--- config.mk ---
export PLATFORM = sky130hd
export DESIGN_NAME = sram_audio_arbiter
export DESIGN_NICKNAME = d
export VERILOG_FILES = /design/src/rtl/sram_audio_arbiter.sv
export SDC_FILE = /design/constraint.sdc
export NUM_CORES = 1
export LEC_CHECK = 0
export CORE_UTILIZATION = 55
export CTS_CLUSTER_DIAMETER = 60
export CTS_CLUSTER_SIZE = 24
export DETAILED_ROUTE_END_ITERATION = 8
export HOLD_SLACK_MARGIN = 0.15
export MAX_ROUTING_LAYER = met4
export PLACE_DENSITY = 0.84
export REMOVE_ABC_BUFFERS = 1
export SLEW_MARGIN = 20
export SYNTH_ARGS = -nofsm -noshare
export SYNTH_HDL_FRONTEND = slang
export SYNTH_SLANG_ARGS = --single-unit
--- constraint.sdc ---
create_clock -name bclk -period 4.8 [get_ports bclk]
set_input_delay 0.48 -clock bclk [delete_from_list [all_inputs] [get_ports bclk]]
set_output_delay 0.48 -clock bclk [all_outputs]
set_load 0.05 [all_outputs]
--- src/rtl/sram_audio_arbiter.sv ---
// rtl/sram_audio_arbiter.sv - record/playback arbiter owning the 256Kx16 audio SRAM
//
// Purpose: sequences IDLE/RECORD/PLAY from single-cycle commands, moves ADC samples
// into the SRAM and SRAM samples out to the DAC with a fixed two-cycle access, and
// tracks write/read pointers plus the recorded length. Clock domain: codec bclk.
//
// Optional feature macro: LOOP_PLAY_EN (playback wraps at rec_len instead of ending).
//
// Ports:
//   bclk, rst_n                      clock, asynchronous active-low reset
//   cmd_record/cmd_play/cmd_stop     single-cycle command pulses
//   adc_valid/adc_data/adc_ready     capture sample handshake
//   dac_req/dac_data/dac_valid       playback request and one-cycle data strobe
//   sram_addr/sram_dq_o/sram_dq_oe   SRAM address, write data and dq drive enable
//   sram_dq_i                        SRAM read data
//   sram_we_n/sram_oe_n              active-low SRAM strobes
//   state                            0=IDLE, 1=RECORD, 2=PLAY
//   rec_len                          samples held by the last recording
//   done                             one-cycle pulse on any RECORD/PLAY exit
module sram_audio_arbiter #(
    parameter int ADDR_W = 18,
    parameter int DATA_W = 16
) (
    input  logic              bclk,
    input  logic              rst_n,
    input  logic              cmd_record,
    input  logic              cmd_play,
    input  logic              cmd_stop,
    input  logic              adc_valid,
    input  logic [DATA_W-1:0] adc_data,
    output logic              adc_ready,
    input  logic              dac_req,
    output logic [DATA_W-1:0] dac_data,
    output logic              dac_valid,
    output logic [ADDR_W-1:0] sram_addr,
    output logic [DATA_W-1:0] sram_dq_o,
    output logic              sram_dq_oe,
    input  logic [DATA_W-1:0] sram_dq_i,
    output logic              sram_we_n,
    output logic              sram_oe_n,
    output logic [1:0]        state,
    output logic [ADDR_W:0]   rec_len,
    output logic              done
);

    typedef enum logic [1:0] {ST_IDLE = 2'd0, ST_RECORD = 2'd1, ST_PLAY = 2'd2} state_e;
    typedef enum logic [1:0] {ENG_IDLE = 2'd0, ENG_WRITE = 2'd1, ENG_READ = 2'd2} eng_e;

    localparam logic [ADDR_W-1:0] PTR_ONE  = 1;
    localparam logic [ADDR_W-1:0] PTR_MAX  = '1;
    localparam logic [ADDR_W:0]   LEN_ONE  = 1;
    localparam logic [ADDR_W:0]   LEN_FULL = {1'b1, {ADDR_W{1'b0}}};

    state_e              state_q, state_d;
    eng_e                eng_q, eng_d;
    logic [ADDR_W-1:0]   wr_ptr_q, wr_ptr_d, rd_ptr_q, rd_ptr_d;
    logic [ADDR_W:0]     rec_len_q, rec_len_d;
    logic [ADDR_W-1:0]   addr_q, addr_d;
    logic [DATA_W-1:0]   dq_o_q, dq_o_d, dac_data_q, dac_data_d;
    logic                dq_oe_q, dq_oe_d, we_n_q, we_n_d, oe_n_q, oe_n_d;
    logic                adc_ready_q, adc_ready_d, dac_valid_q, dac_valid_d;
    logic                done_q, done_d;
    logic [ADDR_W:0]     rd_next;

    assign rd_next = {1'b0, rd_ptr_q} + LEN_ONE;

    always_comb begin
        state_d     = state_q;
        eng_d       = ENG_IDLE;
        wr_ptr_d    = wr_ptr_q;
        rd_ptr_d    = rd_ptr_q;
        rec_len_d   = rec_len_q;
        addr_d      = addr_q;
        dq_o_d      = dq_o_q;
        dac_data_d  = dac_data_q;
        dq_oe_d     = 1'b0;
        we_n_d      = 1'b1;
        oe_n_d      = 1'b1;
        dac_valid_d = 1'b0;
        done_d      = 1'b0;

        case (state_q)
            ST_IDLE: begin
                // cmd_stop has no meaning in IDLE, so record wins even if stop is also high.
                if (cmd_record) begin
                    wr_ptr_d  = '0;
                    rec_len_d = '0;
                    state_d   = ST_RECORD;
                end else if (cmd_play && rec_len_q != '0) begin
                    rd_ptr_d = '0;
                    state_d  = ST_PLAY;
                end
            end
            ST_RECORD: begin
                if (eng_q == ENG_WRITE) begin
                    // Completion edge: the in-flight write is always counted, even on stop.
                    wr_ptr_d = wr_ptr_q + PTR_ONE;
                    if (wr_ptr_q == PTR_MAX) begin
                        rec_len_d = LEN_FULL;
                        done_d    = 1'b1;
                        state_d   = ST_IDLE;
                    end else begin
                        rec_len_d = rec_len_q + LEN_ONE;
                        if (cmd_stop) begin
                            done_d  = 1'b1;
                            state_d = ST_IDLE;
                        end
                    end
                end else if (cmd_stop) begin
                    // A sample offered on the stop edge is refused.
                    done_d  = 1'b1;
                    state_d = ST_IDLE;
                end else if (adc_valid && adc_ready_q) begin
                    eng_d   = ENG_WRITE;
                    addr_d  = wr_ptr_q;
                    dq_o_d  = adc_data;
                    we_n_d  = 1'b0;
                    dq_oe_d = 1'b1;
                end
            end
            ST_PLAY: begin
                if (eng_q == ENG_READ) begin
                    dac_data_d  = sram_dq_i;
                    dac_valid_d = 1'b1;
                    rd_ptr_d    = rd_ptr_q + PTR_ONE;
                    if (rd_next == rec_len_q) begin
`ifdef LOOP_PLAY_EN
                        rd_ptr_d = '0;
`else
                        done_d  = 1'b1;
                        state_d = ST_IDLE;
`endif
                    end
                    if (cmd_stop) begin
                        done_d  = 1'b1;
                        state_d = ST_IDLE;
                    end
                end else if (cmd_stop) begin
                    done_d  = 1'b1;
                    state_d = ST_IDLE;
                end else if (dac_req) begin
                    eng_d  = ENG_READ;
                    addr_d = rd_ptr_q;
                    oe_n_d = 1'b0;
                end
            end
            default: state_d = ST_IDLE;
        endcase

        // Ready is registered: it reflects whether the next edge may accept a sample.
        adc_ready_d = (state_d == ST_RECORD) && (eng_d == ENG_IDLE);
    end

    always_ff @(posedge bclk or negedge rst_n) begin
        if (!rst_n) begin
            state_q     <= ST_IDLE;
            eng_q       <= ENG_IDLE;
            wr_ptr_q    <= '0;
            rd_ptr_q    <= '0;
            rec_len_q   <= '0;
            addr_q      <= '0;
            dq_o_q      <= '0;
            dac_data_q  <= '0;
            dq_oe_q     <= 1'b0;
            we_n_q      <= 1'b1;
            oe_n_q      <= 1'b1;
            adc_ready_q <= 1'b0;
            dac_valid_q <= 1'b0;
            done_q      <= 1'b0;
        end else begin
            state_q     <= state_d;
            eng_q       <= eng_d;
            wr_ptr_q    <= wr_ptr_d;
            rd_ptr_q    <= rd_ptr_d;
            rec_len_q   <= rec_len_d;
            addr_q      <= addr_d;
            dq_o_q      <= dq_o_d;
            dac_data_q  <= dac_data_d;
            dq_oe_q     <= dq_oe_d;
            we_n_q      <= we_n_d;
            oe_n_q      <= oe_n_d;
            adc_ready_q <= adc_ready_d;
            dac_valid_q <= dac_valid_d;
            done_q      <= done_d;
        end
    end

    assign state      = state_q;
    assign rec_len    = rec_len_q;
    assign sram_addr  = addr_q;
    assign sram_dq_o  = dq_o_q;
    assign sram_dq_oe = dq_oe_q;
    assign sram_we_n  = we_n_q;
    assign sram_oe_n  = oe_n_q;
    assign adc_ready  = adc_ready_q;
    assign dac_data   = dac_data_q;
    assign dac_valid  = dac_valid_q;
    assign done       = done_q;

endmodule
After elaboration in Yosys (flattened, before gate mapping)
Cells that the tools add are included.
{"block": "word_totals", "reg_bits": 115, "output_inout_bits": 77, "input_bits": 39, "elab_cells": 107}
{"block": "classes", "eq_ne": 18, "n_reduce_logical": 14, "n_bitwise": 2, "n_addsub": 4, "muxes": 55}
{"op": "18-bit two-way mux", "n": 11}
{"op": "18-bit case mux with 2 select lines", "n": 3}
{"op": "19-bit two-way mux", "n": 3}
{"op": "19-bit case mux with 2 select lines", "n": 1}
{"op": "18-bit by 1-bit adder with 18-bit output (second input constant)", "n": 2}
{"op": "1-bit two-way mux", "n": 23}
{"op": "2-bit two-way mux", "n": 11}
{"op": "2-bit inequality test (second input constant)", "n": 11}
{"op": "18-bit by 1-bit adder with 19-bit output (second input constant)", "n": 1}
{"op": "19-bit by 1-bit adder with 19-bit output (second input constant)", "n": 1}
{"op": "19-bit equality test", "n": 1}
{"op": "19-bit nonzero test", "n": 1}
{"op": "18-bit equality test (second input constant)", "n": 1}
{"op": "4-bit AND reduction", "n": 2}
{"op": "7-bit AND reduction", "n": 1}
{"op": "2-bit by 1-bit equality test with 1-bit output (second input constant)", "n": 3}
{"op": "2-bit case mux with 3 select lines", "n": 1}
{"op": "2-bit nonzero test", "n": 3}
{"op": "2-bit equality test (second input constant)", "n": 2}
{"op": "2-bit logical NOT", "n": 2}
{"op": "2-bit case mux with 2 select lines", "n": 1}
{"op": "1-bit logical AND", "n": 3}
{"op": "3-bit AND reduction", "n": 1}
{"op": "1-bit inverter", "n": 2}
{"op": "other kinds (2)", "n": 2}

Logic depth before layout (Yosys ltp)
Gate-level depths: netlist of the first run.
{"block": "logic_depth", "word_depth": 8, "mapped_depth": 11, "mapped_depth_nobuf": 10}

Least setup slack after synthesis of the first run
Ideal clock, no wire load.
{"block": "synth_path", "kind": "register to register", "startpoint": "reg rec_len_q[7], in the netlist rec_len[7]", "endpoint": "reg adc_ready_q, in the netlist adc_ready", "t_arrival_ns": 2.776, "path_slack_ns": 1.902, "setup_time_ns": 0.122, "stages_incl_launch_ff": 10, "synth_period_minus_slack_ns": 2.898, "required_time_ns": 4.678, "n_path_buf": 1, "cell_sequence": "dfrtp_1 clkbuf_1 xor2_1 nor3_1 a31oi_1 or4_1 or4_1 o31a_1 o21a_1 o2111a_1"}
{"block": "synth_via", "elab_chain_len": 7, "elab_cells_between_ends": 11, "classes_between": "2 x eq/ne; 6 x mux; 3 x reduce/logical"}
{"item": "start: declaration", "line_no": "57", "source": "logic [ADDR_W:0] rec_len_q, rec_len_d;"}
{"item": "start signal: assignment", "line_no": "175", "source": "rec_len_q <= rec_len_d;"}
{"item": "19-bit equality test or 19-bit nonzero test (tied branches)", "line_no": "126, 89"}
{"item": "2-bit two-way mux or 1-bit logical AND (tied branches)", "line_no": "126, 89"}
{"item": "2-bit two-way mux, on equally long branches", "line_no": "134, 89"}
{"item": "2-bit two-way mux, on equally long branches", "line_no": "122, 85"}
{"item": "2-bit case mux with 3 select lines *", "line_no": "82", "source": "case (state_q)"}
{"item": "2-bit by 1-bit equality test with 1-bit output *", "line_no": "151", "source": "adc_ready_d = (state_d == ST_RECORD) && (eng_d == ENG_IDLE);"}
{"item": "1-bit logical AND *", "line_no": "151"}
{"item": "net adc_ready_d", "line_no": "61", "source": "logic adc_ready_q, adc_ready_d, dac_valid_q, dac_valid_d;"}
{"item": "end signal: assignment", "line_no": "182", "source": "adc_ready_q <= adc_ready_d;"}
{"item": "end: declaration", "line_no": "61"}
The timed path passes the listed nets; every way through them passes the cells marked *.
A chain may end at the register's enable or synchronous reset.

Final worst setup path of the first run
{"block": "layout_path", "startpoint": "reg rd_ptr_q[0]", "endpoint": "reg adc_ready_q, in the netlist adc_ready"}
{"block": "layout_via", "elab_chain_len": 8}
{"item": "start: declaration", "line_no": "56", "source": "logic [ADDR_W-1:0] wr_ptr_q, wr_ptr_d, rd_ptr_q, rd_ptr_d;"}
{"item": "start signal: assignment", "line_no": "174", "source": "rd_ptr_q <= rd_ptr_d;"}
{"item": "18-bit by 1-bit adder with 19-bit output", "line_no": "65", "source": "assign rd_next = {1'b0, rd_ptr_q} + LEN_ONE;"}
{"item": "19-bit equality test", "line_no": "126", "source": "if (rd_next == rec_len_q) begin"}
{"item": "2-bit two-way mux", "line_no": "126"}
{"item": "2-bit two-way mux", "line_no": "134", "source": "if (cmd_stop) begin"}
{"item": "2-bit two-way mux", "line_no": "122", "source": "if (eng_q == ENG_READ) begin"}
{"item": "2-bit case mux with 3 select lines", "line_no": "82"}
{"item": "2-bit by 1-bit equality test with 1-bit output", "line_no": "151"}
{"item": "1-bit logical AND", "line_no": "151"}
{"item": "net adc_ready_d", "line_no": "61"}
The timed path passes the listed nets, and every way through them passes these cells.

==> results of run 1 <==
sequential cells by signal (all words and copies together), names as in the netlist:
name / count
adc_ready: 1
done: 1
dac_valid: 1
rd_ptr_q: 18
state: 2
sram_dq_o: 16
sram_dq_oe: 1
sram_addr: 18
rec_len: 19
eng_q: 2
wr_ptr_q: 18
sram_we_n: 1
dac_data: 16
sram_oe_n: 1
power breakdown:
part           total, mW  internal (mW)  switching [mW]
Combinational      0.918          0.277           0.642
Clock               1.24          0.771           0.474
Sequential          1.10           1.05          0.0495
kinds of logic (layout without fill, tap and decap cells):
logic type / after synthesis / in the layout / share of synthesized area [%]
AO/OA/AOI/OAI: 118 / 118 / 12.0
XOR/XNOR: 45 / 45 / 6.53
adder cells (fa/ha/maj): 8 / 8 / 1.66
buffers and inverters: 54 / 170 / 4.70
flip-flops: 115 / 115 / 47.7
multiplexers: 35 / 35 / 6.15
AND/OR/NAND/NOR: 261 / 261 / 21.3
worst max path at each step:
stage,endpoint,cells past startpoint
after global placement,adc_ready,9
final,adc_ready,9
after floorplan,sram_addr[0],4
after CTS,adc_ready,9
after detailed placement,wr_ptr_q[17],8
after global routing,adc_ready,7
critical path: stages (launching register included):
cell and delay [ps]:
dfrtp_1 500, ha_1 300, nand4_1 230, nor4_1 530, xnor2_1 120, or4_1 400, or4_1 440, o31a_1 280
o21a_1 200, o2111a_1 230
routing by layer:
layer	GRT usage, %	part of all wire [%]	vias up
li1	-	-	2448
met1	41.9	44	2524
met2	48.5	48	223
met3	6.81	6.0	28
met4	11.2	1.7	0
met5	-	0	-
metrics by stage:
stage / instances / util, % / hold slack (ps)
CTS: 887 / 74.3 / 184
global placement: 855 / 68.7 / 459
detailed placement: 855 / 68.7 / 462
floorplan: 598 / - / 184
finish: 888 / 74.5 / 471
global route: 888 / 74.5 / 487
layout make-up:
cell class | instances | area, um2 | share of cell area (%)
multi-input cells | 467 | 2890 | 37.0
flip-flops and latches | 115 | 2880 | 37.0
repair buffers | 122 | 1210 | 15.5
clock buffers | 19 | 442 | 5.67
well taps | 136 | 170 | 2.18
clock inverters | 13 | 148 | 1.89
inverters | 16 | 60.1 | 0.771
timing repair:
action	CTS	global route
endpoints found under the setup margin	0	0
hold endpoints to repair	0	79
hold buffers	0	1
placed cells by master (no fill, tap or decap), types with 4 or more instances in the layout:
master / instances
nor2_1: 51
nand4_1: 13
nand3_1: 22
buf_4: 6
xnor2_1: 22
mux2_2: 17
xor2_1: 23
or4_1: 5
o41ai_1: 5
a21oi_1: 13
clkbuf_16: 16
and3_1: 12
o31ai_1: 10
inv_1: 14
ha_1: 8
nand2_1: 109
o21ai_0: 56
and2_1: 4
a31oi_1: 9
nor3_1: 9
or3_1: 6
nor4_1: 6
clkinvlp_4: 4
clkdlybuf4s50_1: 114
dfrtp_1: 113
mux2i_1: 18
==> impl_metrics.csv, run 1 <==
group,metric,value,unit
pwr,total_power,3.27,mW
final_layout,diodes,0,
detailed_routing,routedWlPerCell,18.4,um
min_path,holdPathStages,2,
timing,setup_viol_count_final,0,
min_path,min_path_type,"flip-flop to flip-flop",
synth,synth_top_area_cell,"dfrtp_1",
timing,grt_setup_unrepaired,"no",
global_routing,antenna_found_initial,0,
synth,synth-async-reset-ratio,100,%
cts,post-cts-setup-buffer-count,0,
final_layout,nFillCells,750,
timing,min_period,3330,ps
placement,dp_slack,1520,ps
synth,yosysMostFrequentCell,"dfrtp_1",
final_layout,stdcell_area,7790,um2
timing,clock_skew,8.35,ps
final_layout,drive_gt1_share,9.84,%
synth,synth_commonest_cells,"113 x dfrtp_1, 109 x nand2_1, 56 x o21ai_0",
min_path,worstHoldEndpoint,"sram_dq_o[11]",
placement,dpl.hpwl,11.5,mm
timing,tns,0,ps
detailed_routing,routed_via_density,5.88,
detailed_routing,drcViolationCount,0,
global_routing,grt_pass1_wl,27.0,mm
pwr,vdd_drop_max,275,uV
synth,synth_area_leaders,"dfrtp_1 47%, nand2_1 6.8%, o21ai_0 4.6%",
global_routing,grt_max_degree,82,
setup_path,critical_path_class,"flip-flop to flip-flop",
synth,synth.top_cell.area_share,46.8,%
floorplan,fp.coreArea,10500,um2
timing,drv_slew,0,
timing,fmax,0.300,GHz
setup_path,rr_endpoint,"adc_ready",
cts,path_clk_slew,60,ps
min_path,min_from,"sram_dq_o[11]",
setup_path,ff2ff_path_depth,9,
cts,root_buffer,"clkbuf_8",
cts,cts_sinks,115,
cts,cts_tree,"built",
cts,cts_resized,0,
placement,placed_cell_area,7180,um2
cts,cts_made_buffers,17,
final_layout,nNetsFinal,786,
floorplan,rows,37,
timing,tightestPinTransition,970,ps
pwr,power.leakage,3.33,nW
pwr,p_per_area,419,nW/um2
floorplan,pin_count,116,
synth,netlist_area,6040,um2
detailed_routing,antenna_left,0,
synth,seq_area_frac_synth,47.7,%
synth,avgSynthCellArea,9.49,um2
setup_path,startpoint_type,"flip-flop",
floorplan,die_x,107,um
synth,ys_warn_count,0,
floorplan,initial_core_util,57.7,%
global_routing,grt_pass1_vias,5292,
cts,clk_latency,530,ps
floorplan,dieArea,11400,um2
timing,finalHoldViolations,0,
synth,synth_cell_types,64,
setup_path,reg2reg_from,"rd_ptr_q[0]",
timing,worst_slack,1470,ps
synth,ys.flop_type,"dfrtp_1",
timing,fin_crit_sh,69.5,%
cts,cts_max_path_buffers,2,
synth,yosys_register_bits,115,
global_routing,grt_overflow,0,
synth,synth-edff-count,0,
placement,portBuffers,115,
setup_path,cp.required,5210,ps
setup_path,r2r_slack,1470,ps
job,maxCapViolCount,0,
final_layout,area_growth_syn_to_layout,29.1,%
detailed_routing,wl,16.4,mm
setup_path,cp.arrival,3750,ps
timing,slew_headroom,34.8,%
global_routing,grt_usage,31.6,%
detailed_routing,initialDrtViolationCount,413,
setup_path,cp-end-kind,"flip-flop",
cts,h-tree-depth,4,
detailed_routing,vias,5223,
setup_path,crit_path_max_fanout,7,
synth,synthCells,636,
setup_path,critPathLaunch,"rd_ptr_q[0]",
run_status,run_status,"complete, no violations",
floorplan,die_height,107,um
placement,gp_congestion,0.899,
detailed_routing,firstDrtPassIters,5,
No activity file was read; power rests on OpenSTA's default activity.
==> run 2: changes to the inputs <==
--- a/config.mk
+++ b/config.mk
@@ -5,13 +5,13 @@
 export SDC_FILE = /design/constraint.sdc
 export NUM_CORES = 1
 export LEC_CHECK = 0
-export CORE_UTILIZATION = 55
+export CORE_UTILIZATION = 47
 export CTS_CLUSTER_DIAMETER = 60
 export CTS_CLUSTER_SIZE = 24
 export DETAILED_ROUTE_END_ITERATION = 8
 export HOLD_SLACK_MARGIN = 0.15
 export MAX_ROUTING_LAYER = met4
-export PLACE_DENSITY = 0.84
+export PLACE_DENSITY = 0.76
 export REMOVE_ABC_BUFFERS = 1
 export SLEW_MARGIN = 20
 export SYNTH_ARGS = -nofsm -noshare
==> constraint.sdc (replaced) <==
create_clock -name bclk -period 3 [get_ports bclk]
set_input_delay 0.3 -clock bclk [delete_from_list [all_inputs] [get_ports bclk]]
set_output_delay 0.3 -clock bclk [all_outputs]
set_load 0.05 [all_outputs]
==> impl_metrics.csv, run 2 (synthesized netlist as in run 1, its figures left out) <==
group,metric,value,unit
pwr,p_per_area,682,nW/um2
global_routing,grt_use_met2,42.8,%
detailed_routing,firstDrtPassIters,7,
floorplan,die_height,115,um
placement,dp_slack,37.2,ps
cts,cts_max_path_buffers,2,
timing,setup_viol_count_final,0,
floorplan,initial_core_util,48.0,%
global_routing,antenna_found_initial,0,
global_routing,grt_pass1_wl,26.4,mm
final_layout,area_growth_syn_to_layout,35.6,%
pwr,p_switching,1.85,mW
timing,fin_crit_sh,95.6,%
floorplan,pin_count,116,
cts,path_clk_slew,50,ps
setup_path,cp.required,3300,ps
global_routing,grt_pass1_vias,5127,
cts,cts_sinks,115,
detailed_routing,antenna_left,0,
cts,clk_latency,420,ps
final_layout,stdcell_area,8190,um2
final_layout,diodes,0,
timing,slew_headroom,58.0,%
final_layout,regArea,2880,um2
timing,tns,0,ps
pwr,vdd_drop_max,743,uV
pwr,p_clk_share,40.6,%
cts,root_buffer,"clkbuf_16",
detailed_routing,routed_via_density,5.54,
global_routing,grt_overflow,0,
run_status,run_status,"complete, no violations",
global_routing,met3_usage,5.06,%
final_layout,post-route-util,65.2,%
final_layout,drive_gt1_share,13.9,%
detailed_routing,vias,5301,
global_routing,grtUsageMet1,34.3,%
cts,cts_tree,"built",
timing,finalHoldViolations,0,
cts,h-tree-depth,4,
final_layout,layout_common_cells,"114 x clkdlybuf4s50_1, 110 x dfrtp_1, 109 x nand2_1",
detailed_routing,routedWlPerCell,17.2,um
setup_path,crit_path_max_fanout,6,
job,maxCapViolCount,0,
cts,cts_made_buffers,17,
final_layout,nFillCells,1010,
global_routing,busiest_layer,"met2",
setup_path,cp-end-kind,"flip-flop",
timing,fmax,0.349,GHz
placement,dpl.hpwl,11.9,mm
timing,min_period,2870,ps
pwr,p_int,3.74,mW
timing,tightestPinTransition,630,ps
placement,gp_congestion,0.917,
pwr,power.leakage,3.55,nW
pwr,pwr-share-seq,31.6,%
pwr,comb_power_share,27.8,%
floorplan,die_x,115,um
timing,worst_slack,131,ps
final_layout,nNetsFinal,819,
final_layout,largest_reg_flops,19,
setup_path,startpoint_type,"flip-flop",
floorplan,rows,41,
final_layout,layout_commonest_cell,"clkdlybuf4s50_1",
global_routing,grt_max_degree,46,
min_path,min_path_type,"input port to flip-flop",
global_routing,grt_usage,27.2,%
timing,clock_skew,8.80,ps
detailed_routing,initialDrtViolationCount,379,
final_layout,multi_input_area,2900,um2
placement,placed_cell_area,7490,um2
setup_path,critical_path_class,"flip-flop to flip-flop",
timing,drv_slew,0,
setup_path,cp.arrival,3170,ps
detailed_routing,wl,16.4,mm
detailed_routing,drcViolationCount,0,
pwr,swShare,33.1,%
floorplan,fp.coreArea,12600,um2
placement,portBuffers,115,
floorplan,dieArea,13300,um2
cts,post-cts-setup-buffer-count,0,
run 2: cell count changes in the layout (fill, tap and decap cells not counted), sizes merged:
cell / delta
clkinvlp: -1
bufinv: +4
clkinv: -1
inv: -2
buf: +33
run 2: cell type report:
cell class                      count  share of cell area, %
Clock inverter                     13                   2.81
Tap cell                          172                   2.63
Inverter                           16                  0.733
Sequential cell                   115                   35.2
Multi-Input combinational cell    467                   35.5
Timing Repair Buffer              155                   17.9
Clock buffer                       19                   5.29
run 2: power by group through the flow:
stage	combinational, mW	clock (mW)	sequential [mW]
finish	1.55	2.27	1.77
global route	1.66	2.38	1.78
CTS	1.55	2.30	1.76
detailed placement	1.54	0	1.79
global placement	1.52	0	1.78
floorplan	0.424	0	2.24
run 2: worst max-delay path, cell delays in order, from the launching register on:
cell and delay (ps):
dfrtp_1 410, buf_4 150, nand3_4 120, nor4_4 350, xnor2_1 130, or4_1 490, or4_1 430, o31a_1 270
o21a_1 180, o2111a_1 230
run 2: timing repair:
item | in CTS | in global routing
endpoints found under the setup margin | 0 | 4
hold buffers | 1 | 0
resized for setup | 0 | 7
endpoints found under the hold margin | 40 | 0
run 2: through the flow:
stage          cells  total power, mW  hold slack [ps]
2_1_floorplan    598             2.67             4.41
3_3_place_gp     924             3.31              319
3_5_place_dp     924             3.33              332
4_1_cts          957             5.62              397
5_1_grt          957             5.81              411
6_report         957             5.59              412
run 2: path summary, 6_finish.rpt:
path | start | endpoint | slack, ps | cells past startpoint
hold reg to reg | sram_dq_o[1] | sram_dq_o[1] | 470 | 2
hold / removal | adc_data[12] | sram_dq_o[12] | 410 | 3
setup / recovery | rd_ptr_q[1] | adc_ready | 130 | 9
setup reg to reg | rd_ptr_q[1] | adc_ready | 130 | 9
max in group asynchronous | rst_n | rd_ptr_q[7] | 1670 | 3
min in group asynchronous | rst_n | dac_data[15] | 420 | 2
run 2: layer usage:
| metal | vias to the layer above | part of all wire (%) |
|---|---|---|
| li1 | 2506 | - |
| met1 | 2609 | 43 |
| met2 | 158 | 49 |
| met3 | 28 | 5.1 |
| met4 | 0 | 2.1 |
| met5 | - | 0 |
